### src/rtl/vm_pkg.sv
// vm_pkg: shared types and parameter defaults for the vote session controller
package vm_pkg;
  typedef enum logic [2:0] {IDLE, PRESS, COMMIT, LOCKOUT, WAIT_REL, RESULT} state_t;
  typedef logic [1:0] cand_t;
  localparam int HOLD_CYCLES_DEF = 10;
  localparam int LOCKOUT_CYCLES_DEF = 16;
endpackage

### src/rtl/vm_btn_decode.sv
// vm_btn_decode: classifies the four candidate buttons (lone, multiple, lowest index)
module vm_btn_decode
  import vm_pkg::*;
(
  input  logic [3:0] btn,
  output logic       one,
  output logic       multi,
  output cand_t      idx
);
  logic [2:0] cnt;
  // population count and priority encode of the pressed buttons
  always_comb begin
    cnt = 3'(btn[0]) + 3'(btn[1]) + 3'(btn[2]) + 3'(btn[3]);
    one = cnt == 3'd1;
    multi = cnt > 3'd1;
    idx = btn[0] ? 2'd0 : btn[1] ? 2'd1 : btn[2] ? 2'd2 : 2'd3;
  end
endmodule

### src/rtl/vote_session_ctrl.sv
// vote_session_ctrl: debounced single-vote session FSM with lockout and result display
module vote_session_ctrl
  import vm_pkg::*;
#(
  parameter int HOLD_CYCLES = HOLD_CYCLES_DEF,
  parameter int LOCKOUT_CYCLES = LOCKOUT_CYCLES_DEF
) (
  input  logic       clock,
  input  logic       reset,
  input  logic       mode,
  input  logic       button1,
  input  logic       button2,
  input  logic       button3,
  input  logic       button4,
  input  logic [7:0] tally1,
  input  logic [7:0] tally2,
  input  logic [7:0] tally3,
  input  logic [7:0] tally4,
  output logic       vote_valid,
  output cand_t      vote_cand,
  output logic       reject,
  output logic       busy,
  output logic [7:0] led
);
  localparam logic [7:0] HOLD_LAST = 8'(HOLD_CYCLES - 1);
  localparam logic [7:0] LOCK_LAST = 8'(LOCKOUT_CYCLES - 1);
  logic [3:0] btn;
  logic       one, multi, rej_nxt;
  cand_t      idx, cand, sel;
  state_t     state, nxt;
  logic [7:0] hold_cnt, lock_cnt, tally_sel;
  assign btn = {button4, button3, button2, button1};
  vm_btn_decode u_dec (
    .btn  (btn),
    .one  (one),
    .multi(multi),
    .idx  (idx)
  );
  // next-state selection; mode has priority, multi-press rejects, lone press is timed
  always_comb begin
    nxt = state;
    rej_nxt = 1'b0;
    case (state)
      IDLE: begin
        nxt = mode ? RESULT : multi ? WAIT_REL : one ? PRESS : IDLE;
        rej_nxt = !mode && multi;
      end
      PRESS: begin
        nxt = mode ? RESULT : multi ? WAIT_REL : !(one && idx == cand) ? IDLE :
              hold_cnt >= HOLD_LAST ? COMMIT : PRESS;
        rej_nxt = !mode && multi;
      end
      COMMIT:   nxt = LOCKOUT;
      LOCKOUT:  nxt = lock_cnt >= LOCK_LAST ? (mode ? RESULT : WAIT_REL) : LOCKOUT;
      WAIT_REL: nxt = mode ? RESULT : btn == 4'd0 ? IDLE : WAIT_REL;
      RESULT:   nxt = mode ? RESULT : WAIT_REL;
      default:  nxt = IDLE;
    endcase
  end
  // state, saturating counters, latched candidate and result selection
  always_ff @(posedge clock) begin
    if (!reset) begin
      state <= IDLE;
      hold_cnt <= 8'd0;
      lock_cnt <= 8'd0;
      cand <= 2'd0;
      sel <= 2'd0;
      reject <= 1'b0;
    end else begin
      state <= nxt;
      reject <= rej_nxt;
      hold_cnt <= state == IDLE ? 8'd1 : (state == PRESS && hold_cnt != 8'hFF) ? hold_cnt + 8'd1 : hold_cnt;
      lock_cnt <= state != LOCKOUT ? 8'd0 : lock_cnt != 8'hFF ? lock_cnt + 8'd1 : lock_cnt;
      cand <= (state == IDLE && !mode && one) ? idx : cand;
      sel <= (state == RESULT && btn != 4'd0) ? idx : sel;
    end
  end
  // state-decoded outputs and the result-mode tally mux
  always_comb begin
    tally_sel = sel == 2'd0 ? tally1 : sel == 2'd1 ? tally2 : sel == 2'd2 ? tally3 : tally4;
    vote_valid = state == COMMIT;
    vote_cand = vote_valid ? cand : 2'd0;
    busy = state == PRESS || state == COMMIT || state == LOCKOUT;
    led = state == PRESS ? {4'd0, 4'b0001 << cand} :
          (state == COMMIT || state == LOCKOUT) ? 8'hFF :
          state == RESULT ? tally_sel : 8'h00;
  end
endmodule

### config.mk
export PLATFORM = sky130hd
export DESIGN_NAME = vote_session_ctrl
export DESIGN_NICKNAME = d
export VERILOG_FILES = /design/src/rtl/vm_pkg.sv /design/src/rtl/vm_btn_decode.sv /design/src/rtl/vote_session_ctrl.sv
export SDC_FILE = /design/constraint.sdc
export NUM_CORES = 1
export LEC_CHECK = 0
export CORE_ASPECT_RATIO = 0.9
export CORE_MARGIN = 2
export CORE_UTILIZATION = 25
export DETAILED_ROUTE_END_ITERATION = 6
export GPL_TIMING_DRIVEN = 0
export PLACE_DENSITY_LB_ADDON = 0.3
export SYNTH_ARGS = -nofsm -noshare
export SYNTH_HDL_FRONTEND = slang
export SYNTH_HIERARCHICAL = 1
export SYNTH_SLANG_ARGS = --single-unit
### constraint.sdc
create_clock -name clock -period 2.77 [get_ports clock]
set_input_delay 0.554 -clock clock [delete_from_list [all_inputs] [get_ports clock]]
set_output_delay 0.554 -clock clock [all_outputs]
set_load 0.005 [all_outputs]
## Word level (Yosys, flattened, before mapping)

Cells that the tools add are included.

- Output and inout port bits: 13
- Memory bits (read-only): 0
- RAM bits: 0
- Memories: 0
- Word-level logic and storage cells: 72
- Register bits: 24
- Bits in latches: 0

- Mux-type cells: 24
- Equality and inequality tests: 12
- Divide/modulo/power cells: 0
- Reduce and logical (&&, ||, !) cells: 19
- $lt $le $gt $ge: 3
- Bitwise gates (word level): 1
- Add/subtract/negate cells: 5
- Shift-type cells: 1
- Multipliers: 0

Operators by type and width:

| kind | count |
|---|---|
| $mux 8 | 6 |
| $mux 3 | 7 |
| $pmux 3 s6 | 1 |
| $add 8x1->8 const B | 2 |
| $ge 8x4->1 const B | 2 |
| $ne 8x8->1 const B | 2 |
| $mux 2 | 5 |
| $add 3x1->3 | 2 |
| $eq 3x1->1 const B | 2 |
| $eq 3x2->1 const B | 2 |
| $eq 3x3->1 const B | 2 |
| $logic_and 1x1->1 | 6 |
| $reduce_or 2->1 | 3 |
| $mux 1 | 5 |
| $logic_not 4->1 | 1 |
| $reduce_bool 4->1 | 1 |
| $shl 1x2->4 const A | 1 |
| $gt 3x1->1 const B | 1 |
| $logic_not 3->1 | 1 |
| $logic_or 1x1->1 | 3 |
| $ne 3x2->1 const B | 1 |
| $add 1x1->2 | 1 |
| $eq 2x1->1 const B | 1 |
| $eq 2x2->1 | 1 |
| 6 further kinds | 6 |

## Longest topological paths before layout

Gate-level depths: netlist of the first run.

- Depth after elaboration: 9
- Depth in mapped cells: 11
- Depth with buffers taken out: 11

## Hierarchy

Netlist of the first run, hierarchy kept.

By module, submodules not included:

| module | seq. area each (um2) | times used | area an instance (um2) | cells each |
|---|---|---|---|---|
| vote_session_ctrl | 480.5 | 1 | 1544.0 | 176 |
| vm_btn_decode | 0.0 | 1 | 117.6 | 14 |

## Worst setup path after synthesis of the first run

OpenSTA, ideal clock, no wires.

- Path kind: in2reg
- Start point: input button1
- End point: register state[1]
- Stages: 10
- Library setup time: 0.074 ns
- Buffers on the path: 0
- Setup slack: 0.108 ns
- Arrival: 2.587 ns
- Cell sequence: inv_1 > fa_1 > inv_1 > ha_1 > inv_1 > ha_1 > nor3b_2 > nand4_1 > or4_2 > o21ai_0

- Cells in the longest elaborated chain, start to end: 9
- Elaborated cells between the ends (all ways): 12
- Those cells by class: add/sub (3); order compare (1); eq/ne (2); mux (5); reduce/logical (1)

Ends and longest elaborated chain:

| what | line | text |
|---|---|---|
| start: declaration | vote_session_ctrl.sv:11 | `input logic button1,` |
| $add 1x1->2 | vm_btn_decode.sv:13 | `cnt = 3'(btn[0]) + 3'(btn[1]) + 3'(btn[2]) + 3'(btn[3]);` |
| $add 3x1->3 (2 in a row) | vm_btn_decode.sv:13 |  |
| $eq 3x1->1 | vm_btn_decode.sv:14 | `one = cnt == 3'd1;` |
| net one | vote_session_ctrl.sv:28 | `logic one, multi, rej_nxt;` |
| $logic_and 1x1->1 | vote_session_ctrl.sv:49 | `nxt = mode ? RESULT : multi ? WAIT_REL : !(one && idx == cand) ? IDLE :` |
| $mux 2 | vote_session_ctrl.sv:49 |  |
| $mux 3 (2 in a row) | vote_session_ctrl.sv:49 |  |
| $pmux 3 s6 | vote_session_ctrl.sv:43 | `case (state)` |
| end signal: assignment | vote_session_ctrl.sv:70 | `state <= nxt;` |
| end: declaration | vote_session_ctrl.sv:30 | `state_t state, nxt;` |

The timed path passes the listed nets, and every way through them passes these cells.
A chain may end at the register's enable or synchronous reset.

## Worst setup path in the final report of the first run

- Start point: input button2
- End point: register state[0]

- Cells in the longest elaborated chain, start to end: 9
- Elaborated cells between the ends (all ways): 16
- Those cells by class: add/sub (3); order compare (1); eq/ne (2); mux (9); reduce/logical (1)

Ends and longest elaborated chain:

| what | line | text |
|---|---|---|
| start: declaration | vote_session_ctrl.sv:12 | `input logic button2,` |
| $add 1x1->2 * | vm_btn_decode.sv:13 |  |
| $add 3x1->3 * (2 in a row) | vm_btn_decode.sv:13 |  |
| $eq 3x1->1 * | vm_btn_decode.sv:14 |  |
| net one | vote_session_ctrl.sv:28 |  |
| $logic_and 1x1->1 | vote_session_ctrl.sv:49 |  |
| $mux 2 | vote_session_ctrl.sv:49 |  |
| $mux 3 (2 in a row) | vote_session_ctrl.sv:49 |  |
| $pmux 3 s6 * | vote_session_ctrl.sv:43 |  |

The timed path passes the listed nets; every way through them passes the cells marked *.

==> results.py, run 1 <==
metrics = {
    "logic_synthesis": {
        "synth_area_leaders": "dfxtp_1 29%, mux4_2 11%, ha_1 6.0%, nor2_1 4.7%, xor2_1 3.7%",
        "synth_enable_flop_cells": 0,
        "synth_top_area_share_pct": 28.9,
        "yosys.area_share.xor_xnor_pct": 4.74,
        "syn_std_cell_area_mm2": 0.00166,
        "synth-compound-area-share_pct": 15.1,
        "synth.mux.area_fraction_pct": 13.9,
        "synth_warnings": 6,
        "yosys_most_used_dff": "dfxtp_1",
        "synth_area_per_cell_um2": 8.75,
        "synth.largest_area_cell": "dfxtp_1",
        "synthesis.instances": 190,
        "yosys.area_share.adder_pct": 7.23,
        "syn-num-nets": 238,
        "synth_simple_gate_area_share_pct": 25.2,
        "dominant_combinational_cell_family_by_area_after_synthesis": "simple AND/OR/NAND/NOR gates",
        "asyncSetResetFlopFracSynth_pct": 0,
        "synth-seq-area-share_pct": 28.9,
        "netlist-cell-type-count": 47,
        "post-synth-top-count-cell": "dfxtp_1",
        "ys_top_cells_by_count": "24 x dfxtp_1, 21 x nor2_1, 15 x nand2_1",
        "postSynthRegisterBits": 24,
    },
    "grt": {
        "number_of_antenna_violations_at_the_first_check_in_global_routing": 0,
        "grt_pass1_wl_um": 6600,
        "grt_pass1_vias": 1406,
        "grt_overflow": 0,
        "largest_net_degree_at_the_start_of_global_routing": 14,
        "globalRouteTotalUtil_pct": 11.1,
    },
    "floorplanning": {
        "full_die_area_mm2": 0.00732,
        "die_w_um": 89.9,
        "core_area_mm2": 0.00652,
        "initial_utilization_pct": 25.5,
        "die_height_um": 81.3,
        "design.portCount": 52,
        "floorplan.rows": 28,
    },
    "finish": {
        "fillers": 713,
        "flow.area_growth_from_synthesis_pct": 40.5,
        "drive_gt1_share_pct": 10.7,
        "layout.nets": 293,
        "antenna-diode-count": 0,
        "postLayoutCellArea_mm2": 0.00233,
        "layoutNonFillerInstCount": 334,
    },
    "place": {
        "hpwlAfterDp_um": 3420,
        "quantity_of_i_o_buffers_inserted_on_ports": 50,
        "placed_cell_area_mm2": 0.00227,
        "placedCellCount": 330,
        "globalplace.congestion": 0.798,
    },
    "drt": {
        "routed-via-count": 1581,
        "totalWireLength_um": 4290,
        "drt_first_iter_violations": 77,
        "drt_drc": 0,
        "wl_met3_um": 63,
        "drt.antenna.violating_nets": 0,
        "topRoutingLayerUsed": "met4",
        "dr_wl_met2_um": 2070,
        "viasPerCell": 4.73,
        "detail_route.wirelength.met1_um": 2110,
        "count_of_tritonroute_iterations_in_the_first_routing_pass": 4,
        "post_drt_wl_per_cell_um": 12.8,
    },
    "sta": {
        "max_freq_mhz": 384,
        "rsz0062_at_grt": "yes",
        "slew_viol_final": 0,
        "finalHoldViolCount": 0,
        "finalCritPeriodShare_pct": 93.9,
        "timing.final.setup_violations": 0,
        "worst_clock_skew_ps": 8.75,
        "min_period_ps": 2600,
        "transition_time_at_the_pin_with_the_least_slew_margin_ps": 644,
        "slew-limit-headroom_pct": 56.6,
    },
    "outcome": {
        "outcome": "complete, no violations",
    },
    "critical_path": {
        "r2r_cells": 6,
        "rrSetupSlack_ps": 820,
        "critPathMostFrequentCell": "inv_1",
        "regToRegStartpoint": "hold_cnt[1]",
        "critical_path.startpoint_type": "primary input",
        "critical_path.slowest_cell": "or4b_1",
        "timing.setup.critical_path_class": "primary input to flip-flop",
        "path_cells": "dlygate4sd2_1 -> inv_2 -> fa_1 -> inv_1 -> ha_2 -> inv_1 -> ha_1 -> nor3b_2 -> nand4_1 -> or4b_1 -> o311ai_1",
        "critPathCaptureType": "flip-flop",
        "critical_path_peak_fanout": 3,
        "critPathMaxStageDelay_ps": 480,
        "worstPathRequired_ps": 2950,
        "path_buf_inv": 4,
        "crit_arrival_ps": 2780,
        "reg2reg_to": "state[0]",
        "critical-path-top-delay-family": "adder cells",
    },
    "clocking": {
        "numClockSinks": 24,
        "tritoncts": "built",
        "max-clock-path-buffers": 2,
        "clk_pin_slew_worst_paths_ps": 90,
        "clockRootBuffer": "clkbuf_8",
        "clk-insertion-delay-late_ps": 270,
        "numCtsBuffers": 3,
        "postCtsHoldBufs": 0,
        "cts-htree-levels": 1,
    },
    "pwr": {
        "power.leakage_nw": 0.921,
        "power_per_cell_area_mw_per_mm2": 326,
        "vdd.ir_drop.worst_mv": 0.223,
        "power.total_uw": 760,
    },
    "worst_hold_path": {
        "worstHoldPathType": "flip-flop to flip-flop",
        "hold_start": "lock_cnt[2]",
        "min_delay_path_depth": 1,
        "worst_hold_path_endpoint": "lock_cnt[2]",
    },
    "flow_run": {
        "cap_viol_max_count": 0,
    },
}
repair_timing:
action / in CTS / in global routing
gates resized for setup: 9 / 4
pin swaps: 4 / 3
hold endpoints to repair: 0 / 0
setup buffers: 1 / 0
endpoints found under the setup margin: 4 / 3
layout by cell type (no fill, tap or decap), drive strengths merged, types with 3 or more instances in the layout:
cell type	count
a21oi	6
a31oi	5
and3	7
buf	3
clkbuf	10
clkdlybuf4s50	45
dfxtp	24
dlygate4sd2	3
ha	8
inv	13
mux2i	5
mux4	8
nand2	15
nand3	7
nor2	21
nor2b	4
nor3	7
nor3b	3
o2111ai	3
o211ai	4
o21ai	5
xor2	7
metrics by stage:
stage                     utilization [%]  worst slack (ps)  hold slack, ps  TNS, ps
after detailed placement             34.9              -632             509    -1720
after global placement               34.9              -571             494    -1490
after global routing                 35.8             -3.80             564    -3.80
after floorplan                         -               108             469        0
final                                35.8               169             521        0
after CTS                            35.9             0.768             522        0
cell type report:
cell class / instances / area (um2) / share of cell area, %
plain buffers: 7 / 31.3 / 1.34
inverters: 13 / 48.8 / 2.09
flip-flops and latches: 24 / 480 / 20.6
well taps: 90 / 113 / 4.82
repair buffers: 51 / 502 / 21.5
clock buffers: 4 / 55.1 / 2.36
multi-input cells: 145 / 1100 / 47.3
registers in the layout (all words and copies together) (netlist names):
name / flops
state: 3
lock_cnt: 8
sel: 2
reject: 1
hold_cnt: 8
cand: 2
per-layer routing:
| layer | vias to the layer above | global-route usage [%] |
|---|---|---|
| met1 | 759 | 15.4 |
| li1 | 803 | - |
| met3 | 2 | 1.48 |
| met2 | 17 | 17.9 |
| met5 | - | 0 |
| met4 | 0 | 4.31 |
worst max path at each step:
stage / from / endpoint / slack [ps] / cells after the start
global placement: button1 / state[1] / -570 / 11
CTS: tally4[2] / led[2] / 0.8 / 4
floorplan: button1 / state[1] / 110 / 10
global route: button2 / state[0] / -4 / 11
detailed placement: button1 / state[1] / -630 / 11
finish: button2 / state[0] / 170 / 11
cell families after synthesis:
logic type | after synthesis
AND/OR/NAND/NOR | 79
buffers and inverters | 21
XOR/XNOR | 9
adder cells (fa/ha/maj) | 9
multiplexers | 13
flip-flops | 24
AO/OA/AOI/OAI | 35
power by group:
part	leakage (nW)	total [mW]	switching (mW)	internal, mW
clock network	0.0288	0.239	0.113	0.127
registers	0.194	0.359	0.00790	0.351
logic	0.698	0.162	0.0630	0.0991
total	0.921	0.760	0.183	0.577
(Power assumes the default switching activity.)
==> run 2: changes to the inputs <==
Settings changed: CELL_PAD_IN_SITES_DETAIL_PLACEMENT from default to 1, CELL_PAD_IN_SITES_GLOBAL_PLACEMENT from default to 1, PLACE_DENSITY from default to 0.75, PLACE_DENSITY_LB_ADDON 0.3 to default, SYNTH_HIERARCHICAL 1 to default.
==> run 2 against run 1 <==
  * Sequential power is essentially flat
  * Hold slack improved by 15 ps
  * Combinational power is 10% higher
  * Fmax is 2.5% lower
  * Area after synthesis down 0.53%
  * Register-to-register slack improved by 220 ps
  * Non-clock buffer count decreased by 1
  * Wire length grew 10%
  * Global-route usage is 2.4 points higher
  * Critical endpoint is now cand[1]
  * Largest power group unchanged
  * Highest routed layer unchanged
==> results.py, run 2 <==
metrics = {
    "clocking": {
        "numCtsBuffers": 3,
        "clk_pin_slew_worst_paths_ps": 90,
        "numClockSinks": 24,
        "clockRootBuffer": "clkbuf_8",
        "clk-insertion-delay-late_ps": 270,
        "postCtsHoldBufs": 0,
        "cts-htree-levels": 1,
        "post_cts.repair.setup_buffers": 0,
        "max-clock-path-buffers": 2,
        "tritoncts": "built",
    },
    "sta": {
        "worst_clock_skew_ps": 3.65,
        "timing.final.setup_violations": 0,
        "finalHoldViolCount": 0,
        "slew_viol_final": 0,
        "whs_ps": 536,
        "rsz0062_at_grt": "no",
        "slew-limit-headroom_pct": 60.8,
        "finalCritPeriodShare_pct": 96.3,
        "min_period_ps": 2670,
        "max_freq_mhz": 375,
        "transition_time_at_the_pin_with_the_least_slew_margin_ps": 580,
    },
    "finish": {
        "layout_commonest_cell": "clkdlybuf4s50_1",
        "seq_cell_area_um2": 480,
        "postLayoutCellArea_mm2": 0.00235,
        "multi_input_comb_area_mm2": 0.00107,
        "drive_gt1_share_pct": 9.84,
        "flow.area_growth_from_synthesis_pct": 41.9,
        "final_cell_mix": "47 x clkdlybuf4s50_1, 24 x nor2_1, 24 x dfxtp_1",
        "fillers": 752,
        "finish.utilization_pct": 36.2,
        "layout.nets": 293,
        "reg_top3": "hold_cnt: 8 flops, lock_cnt: 8 flops, state: 3 flops",
        "antenna-diode-count": 0,
    },
    "drt": {
        "count_of_tritonroute_iterations_in_the_first_routing_pass": 4,
        "post_drt_wl_per_cell_um": 14.1,
        "totalWireLength_um": 4710,
        "drt.antenna.violating_nets": 0,
        "drt_first_iter_violations": 51,
        "routed-via-count": 1574,
        "viasPerCell": 4.71,
        "drt_drc": 0,
    },
    "logic_synthesis": {
        "netlist-cell-type-count": 42,
        "yosys_most_used_dff": "dfxtp_1",
        "synthesis.instances": 190,
        "synth.largest_area_cell": "dfxtp_1",
        "synth_area_leaders": "dfxtp_1 29%, mux4_2 11%, ha_1 6.1%, nor2_1 5.5%, inv_1 4.5%",
        "synth_enable_flop_cells": 0,
        "syn_std_cell_area_mm2": 0.00165,
        "asyncSetResetFlopFracSynth_pct": 0,
        "synth_area_per_cell_um2": 8.70,
        "synth_warnings": 0,
        "syn-num-nets": 238,
        "synth-seq-area-share_pct": 29.1,
        "postSynthRegisterBits": 24,
        "synth_top_area_share_pct": 29.1,
        "ys_top_cells_by_count": "24 x dfxtp_1, 24 x nor2_1, 20 x inv_1",
    },
    "critical_path": {
        "regToRegStartpoint": "state[0]",
        "critical_path_peak_fanout": 3,
        "worstPathRequired_ps": 2940,
        "critical-path-top-delay-family": "simple AND/OR/NAND/NOR gates",
        "critPathCaptureType": "flip-flop",
        "critical_path.slowest_cell": "or4_1",
        "critical_path.startpoint_type": "primary input",
        "timing.setup.critical_path_class": "primary input to flip-flop",
        "path_cells": "dlygate4sd2_1 -> inv_1 -> ha_1 -> inv_1 -> fa_2 -> inv_1 -> ha_1 -> or4_1 -> or3_4 -> mux2i_1 -> nor2b_1",
        "crit_arrival_ps": 2840,
        "critPathMostFrequentCell": "inv_1",
        "path_buf_inv": 4,
        "critPathLaunch": "button1",
        "critPathMaxStageDelay_ps": 410,
    },
    "floorplanning": {
        "full_die_area_mm2": 0.00728,
        "initial_utilization_pct": 25.5,
        "floorplan.rows": 28,
        "die_height_um": 81.1,
        "core_area_mm2": 0.00648,
        "die_w_um": 89.7,
        "design.portCount": 52,
    },
    "grt": {
        "grt_pass1_wl_um": 8090,
        "grt_overflow": 0,
        "grt_pass1_vias": 1672,
        "globalRouteTotalUtil_pct": 13.6,
        "largest_net_degree_at_the_start_of_global_routing": 15,
        "number_of_antenna_violations_at_the_first_check_in_global_routing": 0,
    },
    "pwr": {
        "vdd.ir_drop.worst_mv": 0.248,
        "power_per_cell_area_mw_per_mm2": 361,
        "power_frac_seq_pct": 42.1,
        "power.total_uw": 848,
        "comb_power_share_pct": 21.1,
        "clockPowerShare_pct": 36.8,
        "power.net_switching_uw": 196,
        "cell_internal_pwr_uw": 651,
        "p_sw_share_pct": 23.2,
        "power.leakage_nw": 0.898,
    },
    "worst_hold_path": {
        "hold_start": "lock_cnt[2]",
        "worstHoldPathType": "flip-flop to flip-flop",
    },
    "place": {
        "placed_cell_area_mm2": 0.00227,
        "globalplace.congestion": 0.762,
        "quantity_of_i_o_buffers_inserted_on_ports": 50,
        "hpwlAfterDp_um": 3850,
    },
    "outcome": {
        "outcome": "complete, no violations",
    },
    "flow_run": {
        "cap_viol_max_count": 0,
    },
}
-- run 2: cell types whose count changed after synthesis, sizes merged, moves of 3 or more --
cell     previous run  this run
inv                13        20
nand2              15         9
and3                7         3
nand4               2         6
o211ai              4         0
o22ai               0         4
nor2               21        24
nor3b               3         0
nor4b               0         3
o2111ai             3         0
-- run 2: power groups by stage --
stage	Clock [mW]	Combinational, mW	Sequential (mW)
floorplan	0	0.0905	0.364
global placement	0	0.175	0.365
detailed placement	0	0.180	0.365
CTS	0.324	0.181	0.357
global route	0.342	0.198	0.358
finish	0.312	0.179	0.357
-- run 2: worst reg2reg max path: cells and delay by family, from the launching register on --
kind	cells	cell delay [ps]
flip-flops	1	320
buffers and inverters	1	130
multiplexers	1	190
AND/OR/NAND/NOR	3	990
-- run 2: cell type report --
cell class,count,share of cell area (%)
plain buffers,7,1.55
clock buffers,3,1.76
clock inverters,1,1.28
inverters,20,3.20
multi-input cells,139,45.6
flip-flops and latches,24,20.5
well taps,90,4.80
repair buffers,50,21.3
-- run 2: metrics by stage --
step / instances / setup TNS, ps / setup WS, ps
5_1_grt: 334 / 0 / 25.5
3_5_place_dp: 330 / -1570 / -495
3_3_place_gp: 330 / -1440 / -426
6_report: 334 / 0 / 102
2_1_floorplan: 190 / 0 / 191
4_1_cts: 334 / 0 / 37.1
-- run 2: metal layers --
layer	vias to the layer above	track usage, %	wire [um]
met5	-	0	0
met4	0	2.00	38
met3	4	2.50	111
met2	18	26.2	2510
met1	766	16.3	2050
li1	786	-	-
-- run 2: final timing paths --
check,endpoint,slack [ps],cells past startpoint
setup / recovery,cand[1],100,11
setup reg to reg,cand[1],1040,5
hold / removal,lock_cnt[2],540,2
hold reg to reg,lock_cnt[2],540,2
-- run 2: timing repair --
item | in CTS | in global routing
cloned | 0 | 0
pin swaps | 1 | 0
hold endpoints to repair | 0 | 0
setup endpoints to repair | 3 | 7
gates resized for setup | 4 | 3
-- run 2: kinds of logic (layout without fill, tap and decap cells) --
group / after synthesis / in the layout / share of synthesized area (%)
XOR/XNOR: 10 / 10 / 5.30
AND/OR/NAND/NOR: 74 / 74 / 23.8
buffers and inverters: 27 / 81 / 6.66
multiplexers: 14 / 14 / 14.5
flip-flops: 24 / 24 / 29.1
adder cells (fa/ha/maj): 9 / 9 / 7.27
AO/OA/AOI/OAI: 32 / 32 / 13.4
==> run 3: changes to the inputs <==
Settings changed: CORE_ASPECT_RATIO 0.9 to 0.7, GPL_ROUTABILITY_DRIVEN from default to 0.
==> run 3 against run 2 <==
  * Clock power is 32% lower
  * Sequential share of layout area is 0.28 points higher
  * Sequential cell count stayed put
  * Die area is 0.13% higher
  * Combinational power is 2% higher
  * Critical path depth stayed put
  * Final cell count is 3.6% lower
==> results.py, run 3 (same netlist as run 2, synthesis figures left out) <==
metrics = {
    "outcome": {
        "outcome": "complete, no violations",
    },
    "pwr": {
        "power.leakage_nw": 0.887,
        "vdd.ir_drop.worst_mv": 0.185,
        "power.total_uw": 752,
        "power_per_cell_area_mw_per_mm2": 325,
    },
    "critical_path": {
        "critical_path.startpoint_type": "primary input",
        "worstPathRequired_ps": 2950,
        "critPathCaptureType": "flip-flop",
        "critical_path.slowest_cell": "or4_1",
        "path_cells": "dlygate4sd2_1 -> inv_1 -> ha_1 -> inv_1 -> fa_2 -> inv_1 -> ha_1 -> or4_1 -> or3_4 -> mux2i_1 -> nor2b_1",
        "critical_path_peak_fanout": 2,
        "critical-path-top-delay-family": "adder cells",
        "r2r_cells": 7,
        "crit_arrival_ps": 2770,
        "path_buf_inv": 4,
        "cp_num_cells": 11,
        "regToRegStartpoint": "hold_cnt[1]",
        "critPathMostFrequentCell": "inv_1",
        "critPathMaxStageDelay_ps": 390,
        "rrSetupSlack_ps": 1010,
        "critPathLaunch": "button2",
        "timing.setup.critical_path_class": "primary input to flip-flop",
        "reg2reg_to": "state[1]",
        "critPathCapture": "cand[0]",
    },
    "finish": {
        "layout_commonest_cell": "clkdlybuf4s50_1",
        "layoutNonFillerInstCount": 322,
        "flow.area_growth_from_synthesis_pct": 40.0,
        "layout.nets": 294,
        "fillers": 772,
        "final_cell_mix": "47 x clkdlybuf4s50_1, 24 x nor2_1, 24 x dfxtp_1",
        "drive_gt1_share_pct": 9.84,
        "reg_top3": "hold_cnt: 8 flops, lock_cnt: 8 flops, state: 3 flops",
        "antenna-diode-count": 0,
    },
    "grt": {
        "grt_pass1_wl_um": 7590,
        "globalRouteTotalUtil_pct": 13.0,
        "largest_net_degree_at_the_start_of_global_routing": 13,
        "grt_overflow": 0,
        "number_of_antenna_violations_at_the_first_check_in_global_routing": 0,
        "grt_pass1_vias": 1553,
    },
    "sta": {
        "transition_time_at_the_pin_with_the_least_slew_margin_ps": 568,
        "timing.final.setup_violations": 0,
        "slew-limit-headroom_pct": 61.9,
        "max_freq_mhz": 385,
        "finalCritPeriodShare_pct": 93.7,
        "post-route-worst-setup-slack_ps": 176,
        "rsz0062_at_grt": "no",
        "min_period_ps": 2590,
        "finalHoldViolCount": 0,
        "worst_clock_skew_ps": 11.7,
        "slew_viol_final": 0,
    },
    "drt": {
        "drt_first_iter_violations": 51,
        "post_drt_wl_per_cell_um": 14.2,
        "drt_drc": 0,
        "count_of_tritonroute_iterations_in_the_first_routing_pass": 4,
        "drt.antenna.violating_nets": 0,
        "totalWireLength_um": 4580,
        "viasPerCell": 4.85,
        "routed-via-count": 1562,
    },
    "clocking": {
        "clockRootBuffer": "clkbuf_8",
        "clk-insertion-delay-late_ps": 270,
        "max-clock-path-buffers": 2,
        "clk_pin_slew_worst_paths_ps": 90,
        "cts-htree-levels": 1,
        "numClockSinks": 24,
        "postCtsHoldBufs": 0,
        "numCtsBuffers": 3,
        "tritoncts": "built",
    },
    "place": {
        "quantity_of_i_o_buffers_inserted_on_ports": 50,
        "placedCellCount": 318,
        "worst_setup_slack_before_clock_tree_synthesis_ps": -448,
        "hpwlAfterDp_um": 3710,
    },
    "flow_run": {
        "cap_viol_max_count": 0,
    },
    "worst_hold_path": {
        "worstHoldPathType": "flip-flop to flip-flop",
    },
    "floorplanning": {
        "die_w_um": 101,
        "design.portCount": 52,
        "full_die_area_mm2": 0.00729,
        "core_area_mm2": 0.00631,
        "initial_utilization_pct": 26.2,
        "floorplan.rows": 24,
        "die_height_um": 72.0,
    },
}
## run 3: cell types whose count changed in the layout (fill, tap and decap cells not counted), sizes merged
cell           change
buf                +1
bufinv             -1
clkdlybuf4s15      +1
dlygate4sd2        -1
## run 3: worst min-delay path by stage
stage / startpoint / end / depth (start not counted)
2_1_floorplan: lock_cnt[1] / lock_cnt[1] / 2
3_3_place_gp: lock_cnt[1] / lock_cnt[1] / 2
3_5_place_dp: hold_cnt[6] / hold_cnt[6] / 2
4_1_cts: lock_cnt[1] / lock_cnt[1] / 2
5_1_grt: lock_cnt[2] / lock_cnt[2] / 2
6_report: lock_cnt[1] / lock_cnt[1] / 2
## run 3: power by group
group	switching [mW]	internal, mW	leakage, nW	total (mW)
registers	0.00557	0.351	0.195	0.357
logic	0.0737	0.110	0.670	0.183
clock network	0.114	0.0975	0.0216	0.211
total	0.193	0.558	0.887	0.752
## run 3: metrics by stage
stage / hold WS, ps / utilization [%] / area, um2 / TNS (ps)
2_1_floorplan: 480 / - / 1650 / 0
3_3_place_gp: 503 / 35.7 / 2250 / -1370
3_5_place_dp: 517 / 35.7 / 2250 / -1500
4_1_cts: 541 / 36.5 / 2300 / 0
5_1_grt: 565 / 36.7 / 2310 / 0
6_report: 531 / 36.7 / 2310 / 0
## run 3: cell type report
type	instances	area [um2]	area share, %
repair buffers	51	509	22.0
clock buffers	3	41.3	1.78
flip-flops and latches	24	480	20.8
inverters	20	75.1	3.24
well taps	78	97.6	4.22
multi-input cells	139	1080	46.5
plain buffers	7	35.0	1.51
## run 3: worst reg2reg max path: cells and delay by family (launching register included)
| family | cells | cell delay, ps |
|---|---|---|
| and+or+nand+nor | 3 | 570 |
| AOI/OAI and AO/OA | 2 | 460 |
| adders and majority gates | 1 | 170 |
| DFF | 1 | 390 |
| buffers and inverters | 1 | 70 |
## run 3: per-layer routing
metal	vias to the layer above	global-route usage (%)	share of wire [%]
met3	2	2.70	3.1
li1	790	-	-
met2	19	19.7	43
met4	0	1.80	0.24
met1	751	19.5	53
met5	-	0	0
## run 3: repair_timing
| action | in CTS | in global routing |
|---|---|---|
| buffers inserted | 1 | 0 |
| setup endpoints to repair | 3 | 2 |
| cloned | 0 | 0 |
| pin swaps | 2 | 1 |
| resized for setup | 4 | 3 |
